### src/rtl/mcu_fsm.sv
// mcu_fsm -- multicycle control FSM for a small MIPS-subset core.
// Sequences FETCH/DECODE/EXEC/MEM/WB, drives the datapath enables and selects,
// pulses instr_done on the last cycle of each retired instruction and counts
// retired instructions.
// Optional feature macro: MCU_EXC_EN -- adds the EXC state with the exc and
// exc_cause outputs (illegal instruction, bus timeout). Without it, undecoded
// instructions retire as NOPs and memory waits are unbounded.
module mcu_fsm #(
    parameter int MEM_TIMEOUT = 15,
    parameter int CNT_W       = 32
) (
    input  logic             clk,
    input  logic             rst_n,
    input  logic [5:0]       op,
    input  logic [5:0]       funct,
    input  logic             zero,
    input  logic             mem_ready,
    output logic             PcWrite,
    output logic             IRWrite,
    output logic             RegWrite,
    output logic             MemRead,
    output logic             MemWrite,
    output logic             ALUsrc,
    output logic             ALUsrcA,
    output logic [1:0]       PcSrc,
    output logic [1:0]       RegDst,
    output logic [1:0]       MemtoReg,
    output logic [1:0]       ExtOp,
    output logic [3:0]       ALUctr,
    output logic [2:0]       state,
    output logic             instr_done,
    output logic [CNT_W-1:0] instr_cnt
`ifdef MCU_EXC_EN
    ,
    output logic             exc,
    output logic [1:0]       exc_cause
`endif
);

    typedef enum logic [2:0] {
        FETCH  = 3'd0,
        DECODE = 3'd1,
        EXEC   = 3'd2,
        MEM    = 3'd3,
        WB     = 3'd4,
        EXC    = 3'd5
    } stateT;

    // Instruction class derived from op/funct; iBad covers everything undecoded.
    typedef enum logic [3:0] {
        iAddu, iSubu, iSlt, iJr, iOri, iLw, iSw, iBeq,
        iLui, iAddi, iAddiu, iJ, iJal, iBad
    } instrT;

    localparam logic [7:0] TIMEOUT = 8'(MEM_TIMEOUT);

    stateT            stateQ;
    stateT            stateD;
    instrT            instr;
    logic             isRtype;
    logic [7:0]       waitCnt;
    logic [CNT_W-1:0] instrCnt;

`ifdef MCU_EXC_EN
    logic [1:0]       causeQ;
    logic [1:0]       causeD;
    logic             waitLast;

    // The current mem_ready-low cycle is the one that brings the count to MEM_TIMEOUT.
    assign waitLast  = (waitCnt >= (TIMEOUT - 8'd1));
    assign exc       = (stateQ == EXC);
    assign exc_cause = causeQ;
`endif

    assign state     = stateQ;
    assign instr_cnt = instrCnt;
    assign isRtype   = (op == 6'h00);

    // Classify the instruction register contents into a decoded instruction class.
    always_comb begin
        instr = iBad;
        case (op)
            6'h00: begin
                case (funct)
                    6'h21:   instr = iAddu;
                    6'h23:   instr = iSubu;
                    6'h2A:   instr = iSlt;
                    6'h08:   instr = iJr;
                    default: instr = iBad;
                endcase
            end
            6'h0D:   instr = iOri;
            6'h23:   instr = iLw;
            6'h2B:   instr = iSw;
            6'h04:   instr = iBeq;
            6'h0F:   instr = iLui;
            6'h08:   instr = iAddi;
            6'h09:   instr = iAddiu;
            6'h02:   instr = iJ;
            6'h03:   instr = iJal;
            default: instr = iBad;
        endcase
    end

    // Next-state and output decode; everything is forced low while rst_n is low.
    always_comb begin
        // NOTE: every output gets a default first so no path through the case infers a latch.
        stateD     = stateQ;
        PcWrite    = 1'b0;
        IRWrite    = 1'b0;
        RegWrite   = 1'b0;
        MemRead    = 1'b0;
        MemWrite   = 1'b0;
        ALUsrc     = 1'b0;
        ALUsrcA    = 1'b0;
        PcSrc      = 2'd0;
        RegDst     = 2'd0;
        MemtoReg   = 2'd0;
        ExtOp      = 2'd0;
        ALUctr     = 4'b0000;
        instr_done = 1'b0;
`ifdef MCU_EXC_EN
        causeD     = 2'd0;
`endif

        case (stateQ)
            FETCH: begin
                MemRead = 1'b1;
                if (mem_ready) begin
                    IRWrite = 1'b1;
                    PcWrite = 1'b1;
                    PcSrc   = 2'd0;
                    stateD  = DECODE;
                end
`ifdef MCU_EXC_EN
                else if (waitLast) begin
                    stateD = EXC;
                    causeD = 2'd2;
                end
`endif
            end

            DECODE: begin
                case (instr)
                    iJ: begin
                        PcWrite    = 1'b1;
                        PcSrc      = 2'd2;
                        instr_done = 1'b1;
                        stateD     = FETCH;
                    end
                    iJal: begin
                        PcWrite    = 1'b1;
                        PcSrc      = 2'd2;
                        RegWrite   = 1'b1;
                        RegDst     = 2'd2;
                        MemtoReg   = 2'd2;
                        instr_done = 1'b1;
                        stateD     = FETCH;
                    end
                    iJr: begin
                        PcWrite    = 1'b1;
                        PcSrc      = 2'd3;
                        instr_done = 1'b1;
                        stateD     = FETCH;
                    end
                    iBad: begin
`ifdef MCU_EXC_EN
                        stateD = EXC;
                        causeD = 2'd1;
`else
                        // Retire as a NOP: PC was already advanced in FETCH.
                        instr_done = 1'b1;
                        stateD     = FETCH;
`endif
                    end
                    default: stateD = EXEC;
                endcase
            end

            EXEC: begin
                case (instr)
                    iAddu:  ALUctr = 4'b1000;
                    iSubu:  ALUctr = 4'b1010;
                    iSlt:   ALUctr = 4'b0111;
                    iBeq:   ALUctr = 4'b1010;
                    iOri: begin
                        ALUctr = 4'b0001;
                        ALUsrc = 1'b1;
                        ExtOp  = 2'd0;
                    end
                    iLw, iSw, iAddi: begin
                        ALUctr = 4'b0010;
                        ALUsrc = 1'b1;
                        ExtOp  = 2'd2;
                    end
                    iAddiu: begin
                        ALUctr = 4'b1000;
                        ALUsrc = 1'b1;
                        ExtOp  = 2'd2;
                    end
                    iLui: begin
                        ALUctr = 4'b0001;
                        ALUsrc = 1'b1;
                        ExtOp  = 2'd1;
                    end
                    default: ALUctr = 4'b0000;
                endcase

                case (instr)
                    iBeq: begin
                        PcWrite    = zero;
                        PcSrc      = 2'd1;
                        instr_done = 1'b1;
                        stateD     = FETCH;
                    end
                    iLw, iSw: stateD = MEM;
                    default:  stateD = WB;
                endcase
            end

            MEM: begin
                MemRead  = (instr == iLw);
                MemWrite = (instr == iSw);
                if (mem_ready) begin
                    if (instr == iSw) begin
                        instr_done = 1'b1;
                        stateD     = FETCH;
                    end else begin
                        stateD = WB;
                    end
                end
`ifdef MCU_EXC_EN
                else if (waitLast) begin
                    stateD = EXC;
                    causeD = 2'd2;
                end
`endif
            end

            WB: begin
                RegWrite   = 1'b1;
                RegDst     = {1'b0, isRtype};
                case (instr)
                    iLw:     MemtoReg = 2'd1;
                    iLui:    MemtoReg = 2'd3;
                    default: MemtoReg = 2'd0;
                endcase
                instr_done = 1'b1;
                stateD     = FETCH;
            end

`ifdef MCU_EXC_EN
            EXC: begin
                // Vector address comes from an external mux on the jump path.
                PcWrite = 1'b1;
                PcSrc   = 2'd2;
                stateD  = FETCH;
            end
`endif

            default: stateD = FETCH;
        endcase

        if (!rst_n) begin
            PcWrite    = 1'b0;
            IRWrite    = 1'b0;
            RegWrite   = 1'b0;
            MemRead    = 1'b0;
            MemWrite   = 1'b0;
            ALUsrc     = 1'b0;
            PcSrc      = 2'd0;
            RegDst     = 2'd0;
            MemtoReg   = 2'd0;
            ExtOp      = 2'd0;
            ALUctr     = 4'b0000;
            instr_done = 1'b0;
        end
    end

    // State register; reset abandons any instruction in flight.
    always_ff @(posedge clk) begin
        // NOTE: sequential state uses <= so every register samples pre-edge values.
        if (!rst_n) begin
            stateQ <= FETCH;
        end else begin
            stateQ <= stateD;
        end
    end

    // Memory wait counter: cleared on entry to FETCH/MEM, counts mem_ready-low cycles, saturates.
    always_ff @(posedge clk) begin
        if (!rst_n) begin
            waitCnt <= 8'd0;
        end else if ((stateD != stateQ) && ((stateD == FETCH) || (stateD == MEM))) begin
            waitCnt <= 8'd0;
        end else if (((stateQ == FETCH) || (stateQ == MEM)) && !mem_ready && (waitCnt != TIMEOUT)) begin
            waitCnt <= waitCnt + 8'd1;
        end
    end

    // Retired-instruction counter, wraps naturally at all-ones.
    always_ff @(posedge clk) begin
        if (!rst_n) begin
            instrCnt <= '0;
        end else if (instr_done) begin
            instrCnt <= instrCnt + 1'b1;
        end
    end

`ifdef MCU_EXC_EN
    // Exception cause: loaded on the transition into EXC, cleared on the way out.
    always_ff @(posedge clk) begin
        if (!rst_n) begin
            causeQ <= 2'd0;
        end else begin
            causeQ <= causeD;
        end
    end
`endif

endmodule

### config.mk
export PLATFORM = sky130hd
export DESIGN_NAME = mcu_fsm
export DESIGN_NICKNAME = d
export VERILOG_FILES = /design/src/rtl/mcu_fsm.sv
export SDC_FILE = /design/constraint.sdc
export NUM_CORES = 1
export LEC_CHECK = 0
export CAP_MARGIN = 30
export CELL_PAD_IN_SITES_DETAIL_PLACEMENT = 1
export CELL_PAD_IN_SITES_GLOBAL_PLACEMENT = 2
export CORE_ASPECT_RATIO = 0.75
export CORE_UTILIZATION = 25
export DETAILED_ROUTE_END_ITERATION = 16
export PLACE_DENSITY_LB_ADDON = 0.1
export SLEW_MARGIN = 20
export SYNTH_ARGS = -nofsm -noshare
export SYNTH_HDL_FRONTEND = slang
export SYNTH_SLANG_ARGS = --single-unit
### constraint.sdc
create_clock -name clk -period 3.3 [get_ports clk]
set_clock_uncertainty 0.1 [all_clocks]
set_input_delay 0.825 -clock clk [delete_from_list [all_inputs] [get_ports clk]]
set_output_delay 0.825 -clock clk [all_outputs]
set_load 0.01 [all_outputs]
# Word level (Yosys, flattened, before mapping)
# Cells that the tools add are included.
[classes]
mux = 47
n_reduce_logical = 14
add_sub_neg = 1
eq_ne = 32
[op_table]
columns = ["cell", "n"]
rows = [
  ["one-hot mux 4 bit (10 select lines)", 1],
  ["adder 32 x 1 -> 32 bit, second input constant", 1],
  ["== test 6 x 4 -> 1 bit, second input constant", 5],
  ["== test 6 bit, second input constant", 5],
  ["== test 4 bit, second input constant", 6],
  ["one-hot mux 2 bit (2 select lines)", 6],
  ["two-way mux 1 bit", 20],
  ["one-hot mux 4 bit (5 select lines)", 1],
  ["== test 4 x 3 -> 1 bit, second input constant", 4],
  ["one-hot mux 4 bit (4 select lines)", 1],
  ["two-way mux 2 bit", 7],
  ["== test 6 x 2 -> 1 bit, second input constant", 2],
  ["one-hot mux 3 bit (4 select lines)", 1],
  ["OR reduction 2 bit", 5],
  ["two-way mux 3 bit", 3],
  ["== test 4 x 2 -> 1 bit, second input constant", 2],
  ["two-way mux 4 bit", 2],
  ["OR reduction 4 bit", 2],
  ["== test 3 x 2 -> 1 bit, second input constant", 2],
  ["== test 6 x 3 -> 1 bit, second input constant", 1],
  ["logical NOT 6 bit", 1],
  ["one-hot mux 3 bit (2 select lines)", 1],
  ["OR reduction 3 bit", 2],
  ["OR reduction 6 bit", 1],
  ["10 further kinds", 12],
]
[totals]
reg_bits = 35
output_inout_bits = 55
in_bits = 16
word_cells = 96

# Longest topological paths before layout
# Gate-level depths: netlist of run 1.
[depth]
word_depth = 8
mapped_depth = 9
depth_no_buf = 7

# Least setup slack after synthesis of run 1
# Ideal clock, no wire load.
[synth_timing]
path_type = "input port to output port"
from = "input op[1]"
to = "output MemtoReg[1]"
path_buffers = 1
t_required_ns = 2.375
arrival_time_ns = 2.445
slack_ns = -0.070
path_stages = 7
cell_sequence = "buf_6 nor2_1 nor3b_1 a211o_1 a2111oi_2 nand3_1 o21ai_0"
[synth_between]
elab_chain_len = 6
elab_cells_between_ends = 18
cone_classes = "eq/ne (12); mux (5); reduce/logical (1)"
[synth_lines]
columns = ["item", "line", "source"]
rows = [
  ["start: declaration", "14", "input logic [5:0] op,"],
  ["== test 6 x 2 -> 1 bit (tied with other cells)", "82", "case (op)"],
  ["one-hot mux 4 bit (10 select lines) (*)", "82", ""],
  ["== test 4 bit (tied with other cells)", "243", "case (instr)"],
  ["one-hot mux 2 bit (2 select lines) or two-way mux 2 bit (tied branches)", "243, 144", ""],
  ["one-hot mux 2 bit (2 select lines) (*)", "126", "case (stateQ)"],
  ["two-way mux 2 bit (*)", "264", "if (!rst_n) begin"],
  ["end: declaration", "27", "output logic [1:0] MemtoReg,"],
]
# Every way passes the cells marked *; elsewhere a longest branch is shown, timed or not.

# Worst setup path after layout of run 1
[layout_timing]
from = "input op[5]"
to = "output ALUctr[1]"
[layout_between]
elab_chain_len = 7
elab_cells_between_ends = 28
cone_classes = "eq/ne (18); mux (4); reduce/logical (6)"
[layout_lines]
columns = ["item", "line", "source"]
rows = [
  ["== test 6 x 2 -> 1 bit (tied with other cells)", "82", ""],
  ["one-hot mux 4 bit (10 select lines) (*)", "82", ""],
  ["== test 4 x 3 -> 1 bit (tied with other cells)", "181", "case (instr)"],
  ["OR reduction 3 bit or OR reduction 2 bit (tied branches)", "n/a", ""],
  ["one-hot mux 4 bit (5 select lines) (*)", "181", ""],
  ["two-way mux 4 bit (*)", "126", ""],
  ["two-way mux 4 bit (*)", "264", ""],
  ["end: declaration", "29", "output logic [3:0] ALUctr,"],
]
# Marks and branches as above.

==> run_results.csv, run 1 <==
group,metric,value,unit
status,status,"finished with violations",
status,violations,"negative setup slack",
timing,max_clock_freq,0.283,GHz
setup_path,crit_buf_inv,3,
clocking,cts_tree,"yes",
grt,grt_pass1_vias,3215,
die,dieArea,0.0114,sq mm
die,io_pins,71,
final_layout,drive_above_1_share,34.5,%
clocking,clockBufferDepth,2,
setup_path,crit_path_end_kind,"output pin",
die,fp-row-count,32,
worst_hold_path,hold_class,"reg2reg",
grt,antenna_found_initial,1,
setup_path,r2r-start,"instr_cnt[5]",
clocking,cts_buffers,5,
place,portBuffers,69,
synth,synth_ff_type,"dfxtp_1",
grt,grt_max_degree,59,
setup_path,critPathKind,"in2out",
power,p_leak,1.74,nW
synth,avgSynthCellArea,7.42,sq um
die,start_util,26.2,%
setup_path,crit_cells,10,
routing,ant_nets,0,
power,irDropWorstVdd,0.190,mV
final_layout,area_growth,68.1,%
setup_path,crit_family,"compound AO/OA/AOI/OAI gates",
routing,routed_wirelength,10600,microns
clocking,clkLatencyLatePin,0.28,ns
synth,async_flop_share,0,%
routing,wl_per_cell,16.5,microns
routing,vias_per_cell,5.06,
synth,synth_fp_nets,386,
setup_path,crit_chain,"buf_4, buf_4, and4b_2, nand2_2, o311a_4, o21ai_4, and2_1, a211o_1, a31oi_2, buf_2",
place,preCtsSetupSlack,-1.16,ns
synth,netlist_area,0.00274,sq mm
timing,hold_violations,0,
routing,route.vias.total,3259,
timing,timing.final.crit_share,107,%
setup_path,worstPathRequired,2.37,ns
timing,slew_headroom,61.5,%
timing,tightest_slew,0.578,ns
synth,ys_types,59,
die,core_area,0.0105,sq mm
die,die_h,92.6,microns
setup_path,ff2ff_setup_slack,0.61,ns
clocking,htree_levels,2,
die,die_x,123,microns
synth,synth_edf_count,0,
grt,grt_pass1_wl,17000,microns
grt,globalRouteOverflowTotal,0,
power,p_per_area,254,mW/mm^2
synth,ys_seq_area_share,25.6,%
timing,drv_slew,0,
place,placed_cells,617,
timing,rsz0062_at_grt,"true",
setup_path,crit_top_cell,"buf_4",
setup_path,rr_endpoint,"instr_cnt[30]",
place,dp_hpwl,7610,microns
synth,ys_warn_count,0,
setup_path,cp_slowest_cell,"and4b_2",
clocking,cts-root-buf,"clkbuf_16",
synth,synth_cells,369,
setup_path,critPathMaxStageDelay,0.27,ns
setup_path,cp_max_fo,6,
timing,setup_tns,-2.26,ns
final_layout,final_cells,644,
setup_path,start_kind,"input port",
power,power.total,1.17,mW
final_layout,fin_nets,523,
clocking,cts_hold_buf,0,
final_layout,fin_util,44.0,%
final_layout,fin_area,0.00460,sq mm
clocking,clock_sinks,35,
synth,ys_ff_latch,35,
grt,grt.total_usage,19.4,%
clocking,clk_pin_slew,0.06,ns
routing,firstDrtPassIters,4,
timing,setup_viol,14,
place,place_area,0.00397,sq mm
timing,whs,0.374,ns
routing,drt-initial-drc-count,162,
worst_hold_path,whs_path_depth,2,
timing,setup_ws,-0.237,ns
worst_hold_path,whs_endpoint,"instr_cnt[31]",
setup_path,reg2regPathDepth,6,
routing,drc,0,
worst_hold_path,min_from,"instr_cnt[31]",
place,gp_congestion,0.816,
setup_path,worstPathArrival,2.61,ns
run,cap_violations,0,
timing,finalCriticalPeriod,3.54,ns
==> routing by layer <==
| metal | routed length (microns) | track usage, % | vias to the layer above |
|---|---|---|---|
| met1 | 5540 | 29.2 | 1584 |
| met2 | 4580 | 28.4 | 73 |
| li1 | - | - | 1598 |
| met3 | 453 | 3.69 | 4 |
| met5 | 0 | 0 | - |
| met4 | 43 | 2.74 | 0 |
==> synthesized netlist by cell type, types with 2 or more instances <==
library cell   n  area share (%)
nor2_1        19             2.6
nand2b_1      30             6.9
mux2i_1       30              11
a21o_1         3            0.82
a2111oi_2      4             2.2
clkbuf_1      12             1.6
o311a_1        2            0.73
o22ai_1        2            0.46
nand2_1       66             9.0
nor4_1         3            0.69
nand3b_1       2            0.55
nor3_1         5            0.91
and3_1         6             1.4
nor2b_1        4            0.91
o21a_1         2            0.55
nand3_2        2            0.73
nand4b_1       2            0.64
a21oi_1       35             6.4
a211o_1        2            0.64
buf_6          2            0.82
nand3_1       15             2.7
o21ai_0        5            0.91
or3_1          3            0.69
nand4_1       13             3.0
dfxtp_1       35              26
a31oi_1        8             1.8
buf_2          5            0.91
buf_4          3            0.82
and2_1         7             1.6
inv_1         11             1.5
a211oi_1       2            0.55
xnor2_1        2            0.64
==> kinds of logic (layout without fill, tap and decap cells) <==
group | after synthesis | count (layout) | synth area share, %
compound gates | 79 | 79 | 20.2
xor+xnor | 3 | 3 | 0.960
fa+ha+maj | 1 | 1 | 0.457
buf+inv | 34 | 172 | 5.85
flops | 35 | 35 | 25.6
mux | 31 | 31 | 11.4
other cells | 1 | 2 | 0.137
simple gates | 185 | 185 | 35.5
==> worst min-delay path, cell delays in order, from the launching register on <==
cell	delay, ns
dfxtp_1	0.31
nand2_1	0.06
mux2i_1	0.05
==> placed cells by master, fill, tap and decap left out, drive strengths merged, types with 6 or more instances in the layout <==
master	synthesis	routed
buf	11	105
nand2	66	66
clkdlybuf4s50	0	39
a21oi	36	36
dfxtp	35	35
mux2i	30	30
nand2b	30	30
nor2	20	20
nand3	17	17
nand4	14	14
inv	11	11
clkbuf	12	11
a31oi	8	8
and2	7	7
and3	6	6
o21ai	6	6
==> area by class of cell <==
cell class	instances	area [sq um]
multi-input combinational	300	2220
clock inverter	1	5.00
timing repair buffer	153	1330
sequential	35	701
tap	136	170
antenna	1	2.50
fill	1253	5850
clock buffer	7	133
inverter	11	41.3
==> power by group <==
part	switching, mW	internal (mW)	total (mW)
logic	0.140	0.136	0.275
clock network	0.183	0.279	0.462
registers	0.00723	0.426	0.433
total	0.330	0.841	1.17
==> sequential cells by signal, indices dropped and copies added (netlist names) <==
| signal | count |
|---|---|
| instr_cnt | 32 |
| state | 3 |
==> worst max-delay path by stage <==
| stage | slack [ns] | start | end |
|---|---|---|---|
| 2_1_floorplan | -0.03 | op[1] | MemtoReg[0] |
| 3_3_place_gp | -1.22 | op[1] | ALUctr[1] |
| 3_5_place_dp | -1.16 | op[0] | PcSrc[1] |
| 4_1_cts | -0.31 | op[1] | ALUctr[1] |
| 5_1_grt | -0.33 | op[3] | ALUctr[1] |
| 6_report | -0.24 | op[5] | ALUctr[1] |
==> what timing repair did <==
action | CTS | global route
setup buffers | 13 | 4
cloned | 3 | 0
hold endpoints to repair | 0 | 0
endpoints found under the setup margin | 21 | 17
gates resized for setup | 158 | 50
pin swaps | 34 | 27
(Power assumes the default switching activity.)
==> run 2: changes to the inputs <==
- CORE_UTILIZATION: 25 -> 32
- DONT_BUFFER_PORTS: default -> 1
==> run 2 against run 1 <==
Compared with the run above: the run now ends clean; cell count decreased by 24%; clock power rose by 18%; largest cell class unchanged; combinational power is 50% lower; maximum frequency rose by 7.7%; global-route usage grew 0.69 points; worst hold slack gained 0.046 ns; critical path depth shrank 3; non-clock buffer count shrank 121; wire length decreased by 18%; first-iteration DRC count fell by 35%; largest power group unchanged; register-to-register slack improved by 0.10 ns; design area decreased by 28%.
==> run_results.csv, run 2 (synthesized netlist as in run 1, its figures left out) <==
group,metric,value,unit
timing,tightest_slew,0.526,ns
timing,setup_viol,0,
final_layout,fin_nets,402,
clocking,clockBufferDepth,2,
routing,ant_nets,0,
final_layout,n_antenna_cell,0,
die,die_x,109,microns
power,p_per_area,338,mW/mm^2
die,fp-row-count,28,
setup_path,ff2ff_setup_slack,0.71,ns
final_layout,mostFrequentLayoutCell,"nand2_1",
die,dieArea,0.00893,sq mm
routing,vias_per_cell,5.54,
clocking,clock_sinks,35,
grt,grt_max_degree,64,
place,portBuffers,0,
place,place_area,0.00299,sq mm
setup_path,critPathKind,"in2out",
clocking,cts_buffers,5,
power,irDropWorstVdd,0.160,mV
grt,grt.total_usage,20.0,%
routing,route.vias.total,2722,
worst_hold_path,hold_class,"reg2reg",
routing,routed_wirelength,8690,microns
clocking,cts_setup_buffers,0,
final_layout,area_growth,20.7,%
timing,hold_violations,0,
grt,grt_pass1_wl,13700,microns
die,start_util,33.8,%
timing,slew_headroom,64.6,%
run,cap_violations,0,
status,status,"finished clean",
setup_path,worstPathRequired,2.37,ns
grt,grt_pass1_vias,2612,
setup_path,crit_path_end_kind,"output pin",
grt,globalRouteOverflowTotal,0,
clocking,clk_pin_slew,0.06,ns
final_layout,fin_area,0.00331,sq mm
timing,max_clock_freq,0.305,GHz
timing,drv_slew,0,
clocking,htree_levels,2,
final_layout,mostFrequentLayoutCells,"65 x nand2_1, 35 x dfxtp_1, 32 x a21oi_1",
grt,antenna_found_initial,0,
routing,drc,0,
clocking,clkLatencyLatePin,0.28,ns
place,gp_congestion,0.768,
clocking,cts_tree,"yes",
setup_path,start_kind,"input port",
timing,rsz0062_at_grt,"true",
die,die_h,82.1,microns
setup_path,worstPathArrival,2.36,ns
die,io_pins,71,
clocking,cts-root-buf,"clkbuf_16",
final_layout,largest_reg_flops,32,
clocking,cts_hold_buf,0,
place,placed_cells,483,
place,dp_hpwl,6420,microns
routing,wl_per_cell,17.7,microns
final_layout,final_cells,491,
routing,firstDrtPassIters,4,
timing,timing.final.crit_share,99.5,%
routing,drt-initial-drc-count,106,
timing,finalCriticalPeriod,3.28,ns
die,core_area,0.00809,sq mm
final_layout,drive_above_1_share,20.2,%
power,p_leak,1.12,nW
setup_path,cp_max_fo,14,
## run 2: changes by cell type in the layout (fill, tap and decap cells not counted), sizes merged, moves of 2 or more
cell           previous run  this run
buf                     105        32
clkdlybuf4s50            39         0
clkbuf                   11         5
dlymetal6s2s              2         0
dlygate4sd2               2         0
## run 2: critical path, cell delays in order
cell and delay [ns]:
nand2b_4 0.12, nor3b_1 0.13, a211o_1 0.26, a2111oi_4 0.39, buf_4 0.21, nand3_1 0.17, a21oi_2 0.24
## run 2: stage by stage
stage          total power, mW  hold WS [ns]  util [%]  setup TNS (ns)  setup WS [ns]
2_1_floorplan            0.548         0.386         -         -0.0645        -0.0298
4_1_cts                   1.13         0.430      39.5               0        0.00470
6_report                  1.12         0.420      40.8               0         0.0176
3_3_place_gp             0.564         0.400      37.0          -0.359         -0.111
5_1_grt                   1.18         0.437      40.8          -0.278        -0.0646
3_5_place_dp             0.567         0.419      37.0          -0.677         -0.183
## run 2: area by class of cell
cell class / instances / area (sq um)
Inverter: 11 / 41.3
Timing Repair Buffer: 32 / 244
Tap cell: 105 / 131
Sequential cell: 35 / 701
Multi-Input combinational cell: 300 / 2020
Fill cell: 987 / 4790
Clock buffer: 5 / 125
Clock inverter: 3 / 43.8
## run 2: path summary, 6_finish.rpt
| path | startpoint | end | cells past startpoint |
|---|---|---|---|
| worst max-delay path | op[2] | MemtoReg[0] | 7 |
| worst min-delay path | instr_cnt[31] | instr_cnt[31] | 2 |
| worst min register to register | instr_cnt[31] | instr_cnt[31] | 2 |
| worst max register to register | instr_cnt[5] | instr_cnt[28] | 6 |
## run 2: per-layer routing
metal	global-route usage (%)	routed length, microns
met2	27.7	3550
met4	5.14	74
met1	30.1	4580
met5	0	0
met3	5.18	482
## run 2: what timing repair did
action,4_1_cts,5_1_grt
setup endpoints to repair,8,10
pin swaps,4,10
resized for setup,8,26
## run 2: power by group
part           total [mW]  internal (mW)  switching (mW)  leakage (nW)
clock network       0.547          0.356           0.191        0.0838
logic               0.138         0.0597          0.0779         0.754
registers           0.433          0.426         0.00728         0.282
total                1.12          0.842           0.276          1.12
==> run 3: changes to the inputs <==
- CORE_MARGIN: default -> 2
- HOLD_SLACK_MARGIN: default -> 0.12
==> run 3 against run 2 <==
Compared with the run above: register-to-register slack got worse by 0.09 ns; utilization is 1.2 points lower; setup slack lost 0.0054 ns; global-route usage decreased by 0.83 points; wire length rose by 2.4%; maximum frequency down 0.16%; via count increased by 2.6%; design area is 0.57% higher; clock power down 14%; worst hold slack worse by 0.0026 ns; critical path type unchanged; largest power group unchanged.
==> run_results.csv, run 3 (synthesized netlist as in run 1, its figures left out) <==
group,metric,value,unit
status,status,"finished clean",
setup_path,worstPathArrival,2.36,ns
clocking,htree_levels,2,
clocking,cts_buffers,5,
timing,max_clock_freq,0.304,GHz
power,seqPwrFrac,41.7,%
worst_hold_path,hold_class,"reg2reg",
timing,rsz0062_at_grt,"true",
grt,grt_pass1_vias,2782,
grt,grt_max_degree,64,
timing,finalCriticalPeriod,3.29,ns
timing,setup_ws,0.0122,ns
place,placed_cells,495,
setup_path,critPathKind,"in2out",
grt,grt_pass1_wl,14700,microns
die,dieArea,0.00932,sq mm
routing,wl_per_cell,17.6,microns
final_layout,largest_reg_flops,32,
final_layout,n_antenna_cell,0,
setup_path,ff2ff_setup_slack,0.62,ns
setup_path,r2r-start,"instr_cnt[6]",
final_layout,fin_nets,412,
timing,slew_headroom,65.9,%
routing,vias_per_cell,5.54,
final_layout,drive_above_1_share,19.9,%
place,gp_congestion,0.798,
power,power_switching_share,26.4,%
setup_path,crit_buf_inv,2,
die,io_pins,71,
setup_path,crit_chain,"nor4b_2, a31oi_1, o311a_1, o21a_1, buf_4, a211o_1, a31oi_1, buf_4",
power,p_leak,1.13,nW
die,die_x,111,microns
grt,grt.total_usage,19.2,%
die,fp-row-count,29,
clocking,clockBufferDepth,2,
timing,tightest_slew,0.512,ns
place,preCtsSetupSlack,-0.0818,ns
power,p_comb_share,13.3,%
final_layout,mostFrequentLayoutCells,"65 x nand2_1, 42 x buf_4, 35 x dfxtp_1",
clocking,clkLatencyLatePin,0.28,ns
grt,globalRouteOverflowTotal,0,
routing,firstDrtPassIters,4,
setup_path,critPathMaxStageDelay,0.35,ns
final_layout,n_fill_cell,1036,
run,cap_violations,0,
setup_path,cp_slowest_cell,"o311a_1",
routing,drc,0,
final_layout,final_cells,504,
setup_path,start_kind,"input port",
power,p_per_area,314,mW/mm^2
power,clkPwrFrac,45.0,%
clocking,clock_sinks,35,
clocking,clk_pin_slew,0.06,ns
timing,setup_viol,0,
power,irDropWorstVdd,0.171,mV
timing,timing.final.crit_share,99.6,%
setup_path,crit_family,"compound AO/OA/AOI/OAI gates",
final_layout,area_growth,21.4,%
worst_hold_path,min_from,"instr_cnt[31]",
power,internal_power,0.767,mW
die,die_h,84.1,microns
place,portBuffers,0,
setup_path,startpoint,"op[5]",
timing,drv_slew,0,
setup_path,cp_max_fo,9,
setup_path,worstPathRequired,2.37,ns
power,p_switching,0.275,mW
routing,drt-initial-drc-count,144,
place,dp_hpwl,6580,microns
setup_path,crit_path_end_kind,"output pin",
clocking,cts_hold_buf,0,
final_layout,mostFrequentLayoutCell,"nand2_1",
die,start_util,32.7,%
routing,routed_wirelength,8890,microns
grt,antenna_found_initial,0,
clocking,cts_tree,"yes",
timing,hold_violations,0,
die,core_area,0.00838,sq mm
routing,route.vias.total,2794,
routing,ant_nets,0,
clocking,cts-root-buf,"clkbuf_16",
-- run 3: cell types whose count changed in the layout (fill, tap and decap cells not counted), moves of 2 or more --
cell,delta
nor2b_2,-2
and2_4,-2
o21ai_1,-2
nor2b_1,+3
buf_4,+11
o21ai_0,+2
and2_1,+2
clkinvlp_4,+2
-- run 3: metrics by stage --
step	instance area, sq um	util [%]	TNS, ns	hold WS, ns	power, mW
6_report	3320	39.7	0	0.417	1.04
5_1_grt	3320	39.7	-0.110	0.449	1.09
4_1_cts	3270	39.0	0	0.420	1.05
3_5_place_dp	3060	36.5	-0.304	0.416	0.573
3_3_place_gp	3060	36.5	-0.316	0.401	0.570
2_1_floorplan	2740	-	-0.0645	0.386	0.548
-- run 3: what timing repair did --
item                       in CTS  in global routing
setup buffers                   0                  1
pin swaps                       3                  5
setup endpoints to repair       8                 11
gates resized for setup        10                 11
-- run 3: power by group through the flow --
| stage | sequential (mW) | combinational, mW | clock (mW) |
|---|---|---|---|
| floorplan | 0.440 | 0.108 | 0 |
| global placement | 0.443 | 0.127 | 0 |
| detailed placement | 0.444 | 0.129 | 0 |
| CTS | 0.434 | 0.135 | 0.476 |
| global route | 0.435 | 0.154 | 0.497 |
| finish | 0.434 | 0.139 | 0.469 |
-- run 3: worst min-delay path, cell delays in order (launching register included) --
cell and delay [ns]:
dfxtp_1 0.35, nand2_1 0.07, mux2i_1 0.05
-- run 3: worst paths after layout --
check                                      to  cells past startpoint
worst min register to register  instr_cnt[31]                      2
worst max register to register  instr_cnt[28]                      6
worst min-delay path            instr_cnt[31]                      2
worst max-delay path                ALUctr[1]                      8
-- run 3: final cells by class --
class                   count  area, sq um  area share [%]
clock buffers               5          125            3.76
flip-flops and latches     35          701            21.1
well taps                 108          135            4.06
inverters                  11         41.3            1.24
clock inverters             3         20.0           0.602
multi-input cells         300         1990            59.8
repair buffers             42          315            9.48
-- run 3: metal layers --
| metal | track usage [%] | part of all wire (%) |
|---|---|---|
| met1 | 27.3 | 51 |
| met2 | 29.8 | 43 |
| met3 | 5.16 | 5.1 |
| met4 | 3.07 | 0.60 |
| met5 | 0 | 0 |
